==> src/rtl/acc_trim_cal_ctrl.sv <==
// rtl/acc_trim_cal_ctrl.sv - trim-time calibration sweep sequencer for the ACC demo-flag trim stage
module acc_trim_cal_ctrl #(
    parameter int SETTLE_CYC  = 64,
    parameter int WIN_FLAGS   = 32,
    parameter int TIMEOUT_CYC = 1000000
) (
    input  logic        clk_i,
    input  logic        rst_n_i,
    input  logic        cal_start_i,
    input  logic        cal_abort_i,
    input  logic [15:0] sweep_start_i,
    input  logic [15:0] sweep_step_i,
    input  logic [7:0]  sweep_num_i,
    input  logic [15:0] manual_pose_i,
    input  logic [15:0] manual_nege_i,
    input  logic        acc_demo_flag_i,
    input  logic [31:0] acc_phase_cnt_i,
    output logic        pmt_scan_en_o,
    output logic [15:0] trim_pose_o,
    output logic [15:0] trim_nege_o,
    output logic        cal_busy_o,
    output logic        cal_done_o,
    output logic        cal_err_o,
    output logic [15:0] best_val_o,
    output logic [16:0] best_score_o
);

    localparam logic [2:0] S_IDLE   = 3'd0;
    localparam logic [2:0] S_APPLY  = 3'd1;
    localparam logic [2:0] S_SETTLE = 3'd2;
    localparam logic [2:0] S_ARM    = 3'd3;
    localparam logic [2:0] S_MEAS   = 3'd4;
    localparam logic [2:0] S_SCORE  = 3'd5;
    localparam logic [2:0] S_DONE   = 3'd6;
    localparam int SW = $clog2(SETTLE_CYC + 1);

    logic [2:0]    r_state;
    logic [15:0]   r_step;
    logic [7:0]    r_num;
    logic [7:0]    r_idx;
    logic [15:0]   r_cur_val;
    logic [SW-1:0] r_settle_cnt;
    logic [7:0]    r_edge_cnt;
    logic          r_tail;
    logic [23:0]   r_to_cnt;
    logic          r_flag_sync;
    logic          r_flag_d0;
    logic          r_flag_d1;
    logic [15:0]   r_best_val;
    logic [16:0]   r_best_score;
    logic          r_err;
    logic          r_use_best;
    logic [15:0]   r_trim_pose;
    logic [15:0]   r_trim_nege;

    logic          w_flag_edge;
    logic [16:0]   w_score;
    logic [16:0]   w_next_val;
    logic          w_last;

    assign w_flag_edge = r_flag_d0 & ~r_flag_d1;
    assign w_score     = {1'b0, acc_phase_cnt_i[31:16]} + {1'b0, acc_phase_cnt_i[15:0]};
    assign w_next_val  = {1'b0, r_cur_val} + {1'b0, r_step};
    assign w_last      = ((r_idx + 8'd1) == r_num);

    always_ff @(posedge clk_i or negedge rst_n_i) begin
        if (!rst_n_i) begin
            r_state      <= S_IDLE;
            r_step       <= '0;
            r_num        <= '0;
            r_idx        <= '0;
            r_cur_val    <= '0;
            r_settle_cnt <= '0;
            r_edge_cnt   <= '0;
            r_tail       <= 1'b0;
            r_to_cnt     <= '0;
            r_flag_sync  <= 1'b0;
            r_flag_d0    <= 1'b0;
            r_flag_d1    <= 1'b0;
            r_best_val   <= '0;
            r_best_score <= 17'h1FFFF;
            r_err        <= 1'b0;
            r_use_best   <= 1'b0;
            r_trim_pose  <= '0;
            r_trim_nege  <= '0;
        end else begin
            r_flag_sync <= acc_demo_flag_i;
            r_flag_d0   <= r_flag_sync;
            r_flag_d1   <= r_flag_d0;
            // Abort outranks every state transition; IDLE then restores manual trims.
            if (r_state != S_IDLE && cal_abort_i) begin
                r_state <= S_IDLE;
                r_err   <= 1'b1;
            end else begin
                case (r_state)
                    S_IDLE: begin
                        if (cal_start_i && !cal_abort_i) begin
                            r_use_best  <= 1'b0;
                            r_trim_pose <= manual_pose_i;
                            r_trim_nege <= manual_nege_i;
                            if (sweep_num_i == 8'd0) begin
                                r_err <= 1'b1;
                            end else begin
                                r_err        <= 1'b0;
                                r_step       <= sweep_step_i;
                                r_num        <= sweep_num_i;
                                r_idx        <= '0;
                                r_cur_val    <= sweep_start_i;
                                r_best_score <= 17'h1FFFF;
                                r_state      <= S_APPLY;
                            end
                        end else if (r_use_best) begin
                            r_trim_pose <= r_best_val;
                            r_trim_nege <= r_best_val;
                        end else begin
                            r_trim_pose <= manual_pose_i;
                            r_trim_nege <= manual_nege_i;
                        end
                    end
                    S_APPLY: begin
                        r_trim_pose  <= r_cur_val;
                        r_trim_nege  <= r_cur_val;
                        r_settle_cnt <= '0;
                        r_state      <= S_SETTLE;
                    end
                    S_SETTLE: begin
                        if (r_settle_cnt == SW'(SETTLE_CYC - 1)) begin
                            r_state <= S_ARM;
                        end else begin
                            r_settle_cnt <= r_settle_cnt + 1'b1;
                        end
                    end
                    S_ARM: begin
                        r_edge_cnt <= '0;
                        r_tail     <= 1'b0;
                        r_to_cnt   <= '0;
                        r_state    <= S_MEAS;
                    end
                    S_MEAS: begin
                        // Two tail cycles let the trim stage's counters settle before scoring.
                        if (r_edge_cnt == 8'(WIN_FLAGS)) begin
                            if (r_tail) begin
                                r_state <= S_SCORE;
                            end else begin
                                r_tail <= 1'b1;
                            end
                        end else if (w_flag_edge) begin
                            r_edge_cnt <= r_edge_cnt + 8'd1;
                            r_to_cnt   <= '0;
                        end else if (r_to_cnt == 24'(TIMEOUT_CYC)) begin
                            r_err   <= 1'b1;
                            r_state <= S_IDLE;
                        end else begin
                            r_to_cnt <= r_to_cnt + 24'd1;
                        end
                    end
                    S_SCORE: begin
                        if (w_score < r_best_score) begin
                            r_best_score <= w_score;
                            r_best_val   <= r_cur_val;
                        end
                        if (w_last) begin
                            r_state <= S_DONE;
                        end else if (w_next_val[16]) begin
                            r_err   <= 1'b1;
                            r_state <= S_DONE;
                        end else begin
                            r_cur_val <= w_next_val[15:0];
                            r_idx     <= r_idx + 8'd1;
                            r_state   <= S_APPLY;
                        end
                    end
                    S_DONE: begin
                        r_use_best <= 1'b1;
                        r_state    <= S_IDLE;
                    end
                    default: r_state <= S_IDLE;
                endcase
            end
        end
    end

    assign pmt_scan_en_o = (r_state == S_ARM) || (r_state == S_MEAS);
    assign trim_pose_o   = r_trim_pose;
    assign trim_nege_o   = r_trim_nege;
    assign cal_busy_o    = (r_state != S_IDLE);
    assign cal_done_o    = (r_state == S_DONE);
    assign cal_err_o     = r_err;
    assign best_val_o    = r_best_val;
    assign best_score_o  = r_best_score;

endmodule
==> config.mk <==
export PLATFORM = sky130hd
export DESIGN_NAME = acc_trim_cal_ctrl
export DESIGN_NICKNAME = d
export VERILOG_FILES = /design/src/rtl/acc_trim_cal_ctrl.sv
export SDC_FILE = /design/constraint.sdc
export NUM_CORES = 1
export LEC_CHECK = 0
export BUFFER_PORTS_ARGS = -buffer_cell sky130_fd_sc_hd__buf_4
export CAP_MARGIN = 10
export CORE_MARGIN = 5
export CORE_UTILIZATION = 50
export DETAILED_ROUTE_END_ITERATION = 12
export PLACE_DENSITY = 0.73
export SLEW_MARGIN = 25
export SYNTH_ARGS = -nofsm -noshare
export SYNTH_HDL_FRONTEND = slang
export SYNTH_SLANG_ARGS = --single-unit
==> constraint.sdc <==
create_clock -name clk_i -period 2.6 [get_ports clk_i]
set_input_delay 0.39 -clock clk_i [delete_from_list [all_inputs] [get_ports clk_i]]
set_output_delay 0.39 -clock clk_i [all_outputs]
set_load 0.01 [all_outputs]
==> impl_results.md, run 1 <==
* Antenna violations before repair at 0
* CTS Buf Count at 17
* Max_slew headroom at 32.5%
* Max IR drop VDD at 0.756 mV
* Synth Area in Simple Gates at 16.0%
* CTS Root Cell: clkbuf_16
* Clock transition at path regs at 0.07 ns
* NetSw at 5.51 mW
* Startpoint Class: primary input
* Synth Area in XOR/XNOR at 5.69%
* Internal at 8.38 mW
* RePlAce Congestion at 0.858
* Hold path endpoint: r_flag_sync$_DFF_PN0_
* Worst setup margin at -0.844 ns
* Worst r2r src: r_cur_val[0]$_DFFE_PN0P_
* Async SR Flop Fraction at 100%
* Die Area at 0.0216 sq mm
* Failing checks: setup timing
* Crit Path Category: in2reg
* First-pass GRT wire length at 43.6 mm
* Max-Cap Viols at 0
* Hold crit path type: in2reg
* Post-synth EDFFs at 0
* Layout cells sized above 1 at 38.2%
* Area contributors post-synth: dfrtp_1 (38%), ha_1 (7.2%), a21oi_1 (5.4%)
* Final WL at 27.9 mm
* Post-Syn Instances at 996
* Starting density of the core at 50.5%
* CP Data Required Time at 2.92 ns
* Worst hold path stage count at 1
* Fin. max-slew vios at 0
* Status: finished with violations
* Die width at 147 um
* Drt via density at 5.70
* Tot GR Track Use at 24.6%
* Post-Route Skew at 0.00961 ns
* I/O pin cnt at 178
* Worst-Skew Late Latency at 0.44 ns
* Largest family of logic cells by synthesized area: compound AO/OA/AOI/OAI gates
* R2R depth at 13
* Max incr delay on CP at 0.33 ns
* Nets@finish at 1,475
* Max clock buf depth at 2
* Worst Hold Slack at 0.0565 ns
* Initial DRC Count at 633
* Final ANT Viol Nets at 0
* Placed instance count at 1,492
* # setup viols final at 58
* Layout area overhead at 41.5%
* Crit path capture type: flop
* Adder-cell share of the synthesized area at 7.62%
* Synth top area share at 38.4%
* FMAX at 290 MHz
* Ys flop type: dfrtp_1
* Yosys Warn Count at 0
* Ant diodes at 0
* Sequential element share of the synthesized area at 43.1%
* Power, Total at 13.9 mW
* Flop pwr share at 28.8%
* Mux contribution to synthesized area at 4.85%
* Yosys top cell by area: dfrtp_1
* Core Region at 0.0186 sq mm
* Row cnt at 50
* Largest net degree at the start of global routing at 60
* Slowest-stage cell, CP: fa_2
* Crit path time final at 3.44 ns
* Sum Neg Setup Slack at -29.77 ns
* Sw frac at 39.7%
* Most common cell after layout, fill and taps aside: buf_4
* Htree depth at 4
* Routed length per instance at 17.9 um
* Final Non-Filler Cells at 1,557
* Reg-to-reg endpoint: r_cur_val[4]$_DFFE_PN0P_
* Worst slew pin tran at 1.01 ns
* Most frequent cells in the layout: buf_4 (302), dfrtp_1 (144), nand2_1 (99)
* Cell breakdown of the critical path: buf_6 > ha_4 > fa_2 > a21o_1 > a21oi_2 > o21bai_1 > a21oi_2 > buf_4 > xnor2_4 > ha_4 > a21o_1 > a21o_1 > a21oi_2 > nor2_2 > o311ai_2 > o211ai_1 > buf_6 > buf_12 > mux2_4
* Detailed placer's ending HPWL at 18.9 mm
* Num Clock Sinks at 161
* Clk pwr share at 17.6%
* Yosys cell types at 68
* Die H at 147 um
* Period utilisation layout at 132%
* Synth Area in Compound Gates at 19.4%
* Max FO, Critical Path at 5
* Comb power frac at 53.6%
* Post-Syn Area per Cell at 9.43 sq um
* CTS tree: built
* Static Leak at 6.39 nW
* Drt drc at 0
* Vias at 8,880
* Synthesized flop and latch total at 161
* Synthesized Nets at 1,161
* CP Data Arrival Time at 3.76 ns
* Overflow after GRT at 0
* Worst Min Path Start: acc_demo_flag_i
* P per Cell Area at 1050 mW/mm^2
* Final core utilization at 71.5%
* PortBufs at 177
* RSZ-0062 raised after global routing: true
* R2R setup slack at -0.25 ns
* TritonRoute pass-1 iters at 5
* Syn Std Cell Area at 0.00939 sq mm
* Vias in the first global route at 8,880
* Hold Vio Cnt, Final at 0
[final cells by class]
cell class              instances  area, sq um
clock buffers                  17          425
repair buffers                332         2720
multi-input cells             758         5500
flip-flops and latches        161         4050
well taps                     234          293
clock inverters                15          148
inverters                      40          150
fillers                      1347         5290
[logic make-up (layout without fill, tap and decap cells)]
group,Yosys count,count (layout)
AO/OA/AOI/OAI,289,289
XOR/XNOR,61,61
adder cells (fa/ha/maj),56,56
buffers and inverters,77,404
flip-flops,161,161
multiplexers,41,41
AND/OR/NAND/NOR,311,311
[sequential cells by signal, indices dropped and copies added, names as in the netlist, 3 cells and up]
register	cells
best_score_o	17
best_val_o	16
r_cur_val	16
r_edge_cnt	8
r_idx	8
r_num	8
r_settle_cnt	7
r_state	3
r_step	16
r_to_cnt	24
trim_nege_o	16
trim_pose_o	16
[synthesized netlist by cell type, types with 5 or more instances]
library cell and number:
a21o_1 44, nand2b_1 13, a21oi_1 102, xnor2_1 33, nand3_1 22, a31oi_1 11, a22o_1 5, or3_1 10
mux2i_1 5, nand4_1 12, o211ai_1 5, dfstp_2 17, nor2_1 79, mux2_2 36, nor3_1 23, xor2_1 28
nand2_1 102, a211oi_1 7, and3_1 5, o21a_1 5, o22a_1 18, inv_1 39, ha_1 54, nor2b_1 11
o21ai_0 60, o31ai_1 5, nor4_1 5, buf_2 8, dfrtp_1 144, clkbuf_1 27
[worst max-delay path by stage]
stage	from	to	slack, ns	cells after the start
2_1_floorplan	acc_phase_cnt_i[0]	best_val_o[14]$_DFFE_PN0P_	-0.93	16
3_3_place_gp	acc_phase_cnt_i[0]	best_val_o[9]$_DFFE_PN0P_	-1.15	17
3_5_place_dp	acc_phase_cnt_i[1]	best_val_o[6]$_DFFE_PN0P_	-1.25	18
4_1_cts	acc_phase_cnt_i[0]	best_val_o[4]$_DFFE_PN0P_	-0.77	19
5_1_grt	acc_phase_cnt_i[0]	best_val_o[8]$_DFFE_PN0P_	-0.99	19
6_report	acc_phase_cnt_i[0]	best_val_o[8]$_DFFE_PN0P_	-0.84	19
[routing by layer]
| metal | vias to the layer above | track usage, % | share of wire, % |
|---|---|---|---|
| met5 | - | 0 | 0 |
| met4 | 0 | 8.15 | 2.6 |
| met3 | 56 | 5.24 | 6.0 |
| met2 | 318 | 41.3 | 49 |
| met1 | 4320 | 32.0 | 42 |
| li1 | 4186 | - | - |
[power groups by stage]
| stage | clock network [mW] | registers, mW | logic, mW |
|---|---|---|---|
| floorplan | 0 | 4.06 | 3.71 |
| global placement | 0 | 3.98 | 6.36 |
| detailed placement | 0 | 4.00 | 6.52 |
| CTS | 2.47 | 3.96 | 6.95 |
| global route | 2.60 | 4.10 | 8.12 |
| finish | 2.45 | 4.00 | 7.44 |
[worst max-delay path, delay by kind of cell]
kind	cells	cell delay, ns
multiplexers	1	0.29
buffers and inverters	4	0.60
AND/OR/NAND/NOR	1	0.09
XOR/XNOR	1	0.13
AO/OA/AOI/OAI	9	1.54
adder cells (fa/ha/maj)	3	0.71
[stage by stage]
stage                     area [sq um]  worst slack, ns
final                            13300           -0.844
after global routing             13300           -0.987
after CTS                        12900           -0.766
after detailed placement         11900            -1.25
after global placement           11900            -1.15
after floorplan                   9440           -0.934
[timing repair]
action	CTS	global route
setup endpoints to repair	59	70
endpoints found under the hold margin	43	0
cloned	5	1
gates resized for setup	60	63
setup buffers	12	15
hold buffers	1	0
pin swaps	25	49
(Power assumes the default switching activity.)
==> inputs of run 2 (changes only) <==
--- a/config.mk
+++ b/config.mk
@@ -11,7 +11,9 @@
 export CORE_UTILIZATION = 50
 export DETAILED_ROUTE_END_ITERATION = 12
 export PLACE_DENSITY = 0.73
+export SETUP_SLACK_MARGIN = 0.1
 export SLEW_MARGIN = 25
 export SYNTH_ARGS = -nofsm -noshare
 export SYNTH_HDL_FRONTEND = slang
 export SYNTH_SLANG_ARGS = --single-unit
+export TNS_END_PERCENT = 5
==> run 2 against run 1 <==
The run still ends with setup timing left. Maximum frequency is 2.2% higher. Highest routed layer unchanged. Register-to-register slack better by 0.16 ns. Via count is 3.7% lower. Clock skew is 0.00083 ns lower. Clock power is 7% higher. Routed wire length is 7.5% lower. Core utilization is 3.3 points lower. Critical path type unchanged. Sequential share of layout area is 1.5 points higher. Final cell count is 2.0% lower.
==> impl_results.md, run 2 (synthesis results as in run 1) <==
* Status: finished with violations
* Failing checks: setup timing
* Power, Total at 13.4 mW (-3.6%)
* Max-Cap Viols at 0 (unchanged)
* Fin area at 0.0127 sq mm (-4.6%)
* Core Region at 0.0186 sq mm (unchanged)
* Fin. max-slew vios at 0 (unchanged)
* Layout cells sized above 1 at 33.5% (-4.7 points)
* Max FO, Critical Path at 9 (+4)
* Final ANT Viol Nets at 0 (unchanged)
* Final WL at 25.8 mm (-7.5%)
* Max IR drop VDD at 0.609 mV (-20%)
* Die Area at 0.0216 sq mm (unchanged)
* Die width at 147 um (unchanged)
* WL met3 at 1.84 mm (+11%)
* RSZ-0062 raised after global routing: true
* FMAX at 297 MHz (+2.2%)
* Max_slew headroom at 60.1% (+28 points)
* Detailed placer's ending HPWL at 19.1 mm (+1.1%)
* Vias at 8,551 (-3.7%)
* Worst hold path stage count at 1 (unchanged)
* Most frequent cells in the layout: buf_4 (289), dfrtp_1 (144), nand2_1 (101)
* Static Leak at 6.19 nW (-3.0%)
* Placed instance count at 1,485 (-0.47%)
* Post-Route Skew at 0.00877 ns (-0.000833 ns)
* TritonRoute pass-1 iters at 5 (unchanged)
* Reg-to-reg endpoint: r_idx[6]$_DFFE_PN0P_
* Layout area overhead at 35.0%
* Routed length per instance at 16.9 um (-5.6%)
* Worst Min Path Start: acc_demo_flag_i
* First-pass GRT wire length at 41.8 mm (-4.1%)
* Row cnt at 50 (unchanged)
* Drt drc at 0 (unchanged)
* Num Clock Sinks at 161 (unchanged)
* Antenna violations before repair at 0 (unchanged)
* Tot GR Track Use at 23.7% (-0.99 points)
* Period utilisation layout at 130% (-2.9 points)
* Nets@finish at 1,444 (-2.1%)
* Largest net degree at the start of global routing at 58 (-3.3%)
* Final Non-Filler Cells at 1,526 (-2.0%)
* Worst slew pin tran at 0.597 ns (-0.414 ns)
* Startpoint Class: primary input
* Overflow after GRT at 0 (unchanged)
* Initial DRC Count at 566 (-11%)
* CP Data Arrival Time at 3.68 ns (-0.08 ns)
* Area after DPL at 0.0118 sq mm (-0.51%)
* PortBufs at 177 (unchanged)
* Fillcell total at 1,465 (+8.8%)
* Crit Path Category: in2reg
* Drt via density at 5.60 (-1.7%)
* CTS tree: built
* Vias in the first global route at 8,544 (-3.8%)
* Max reg flops at 24 (unchanged)
* Met2 WL at 12.2 mm (-11%)
* Ant diodes at 0 (unchanged)
* Hold crit path type: in2reg
* R2R setup slack at -0.09 ns (+0.16 ns)
* Worst Hold Slack at 0.0691 ns (+0.0127 ns)
* Hold path endpoint: r_flag_sync$_DFF_PN0_
* Die H at 147 um (unchanged)
* Clock transition at path regs at 0.06 ns (about the same)
* Worst setup margin at -0.770 ns (+0.0742 ns)
* Worst-Skew Late Latency at 0.43 ns (about the same)
* CP Data Required Time at 2.92 ns (about the same)
* Crit path capture type: flop
* WL met1 at 11.4 mm (-3.7%)
* Worst r2r src: r_cur_val[0]$_DFFE_PN0P_
* Starting density of the core at 50.5% (unchanged)
* CTS Buf Count at 17 (unchanged)
* Crit path time final at 3.37 ns (-0.0742 ns)
* Max layer used: met4
* Most common cell after layout, fill and taps aside: buf_4
* R2R depth at 12 (-1)
* # setup viols final at 40 (-31%)
* Htree depth at 4 (unchanged)
* Max clock buf depth at 2 (unchanged)
* CTS Root Cell: clkbuf_16
* P per Cell Area at 1060 mW/mm^2 (+0.98%)
* I/O pin cnt at 178 (unchanged)
* Hold Vio Cnt, Final at 0 (unchanged)
* RePlAce Congestion at 0.895 (+4.4%)
* Largest Register: r_to_cnt
run 2: cell types whose count changed in the layout (fill, tap and decap cells not counted), sizes merged:
cell	previous run	this run
bufinv	0	3
buf	331	299
clkinvlp	5	2
inv	47	43
clkbuf	17	22
run 2: worst max path at each step:
stage | from | end | slack, ns | cells past startpoint
floorplan | acc_phase_cnt_i[0] | best_val_o[14]$_DFFE_PN0P_ | -0.93 | 16
global placement | acc_phase_cnt_i[0] | best_val_o[5]$_DFFE_PN0P_ | -1.13 | 17
detailed placement | acc_phase_cnt_i[0] | best_val_o[7]$_DFFE_PN0P_ | -1.18 | 18
CTS | acc_phase_cnt_i[0] | best_val_o[7]$_DFFE_PN0P_ | -0.72 | 17
global route | acc_phase_cnt_i[0] | best_val_o[6]$_DFFE_PN0P_ | -0.99 | 19
finish | acc_phase_cnt_i[0] | best_val_o[2]$_DFFE_PN0P_ | -0.77 | 18
run 2: worst max-delay path, stage by stage:
cell      delay, ns
buf_6          0.10
ha_4           0.15
fa_2           0.34
a21o_1         0.18
a21oi_2        0.17
o21bai_1       0.09
a21oi_2        0.20
buf_4          0.13
o21ai_0        0.10
xnor2_1        0.17
ha_1           0.33
nand4_1        0.12
a211oi_2       0.27
o311ai_1       0.13
o211ai_1       0.10
buf_4          0.19
buf_6          0.17
mux2_2         0.34
run 2: routing by layer:
metal  track usage (%)  vias to the layer above
met5                 0                        -
met3              6.17                       31
met1              31.4                     4117
met4              7.22                        0
met2              38.4                      269
li1                  -                     4134
run 2: power by group:
part,leakage (nW),switching (mW),internal (mW)
logic,3.90,3.37,3.39
registers,2.00,0.639,3.36
clock network,0.300,1.04,1.59
total,6.19,5.04,8.34
run 2: final cells by class:
| cell class | count | area, sq um | area share, % |
|---|---|---|---|
| clock inverters | 11 | 150 | 1.18 |
| flip-flops and latches | 161 | 4050 | 31.9 |
| clock buffers | 21 | 470 | 3.71 |
| repair buffers | 301 | 2340 | 18.5 |
| multi-input cells | 758 | 5230 | 41.2 |
| well taps | 234 | 293 | 2.31 |
| inverters | 40 | 150 | 1.18 |
run 2: what timing repair did:
item,CTS,global route
pin swaps,8,22
cloned,0,2
resized for setup,19,25
buffers inserted,0,6
setup endpoints to repair,67,82
hold buffers,1,0
hold endpoints to repair,50,0
run 2: through the flow:
stage                     setup TNS [ns]  utilization (%)  setup slack, ns
after floorplan                   -28.41                -           -0.935
after global placement            -40.20             63.6            -1.13
after detailed placement          -42.55             63.6            -1.18
after CTS                         -22.68             67.4           -0.718
after global routing              -34.42             68.3           -0.994
final                             -23.53             68.3           -0.770
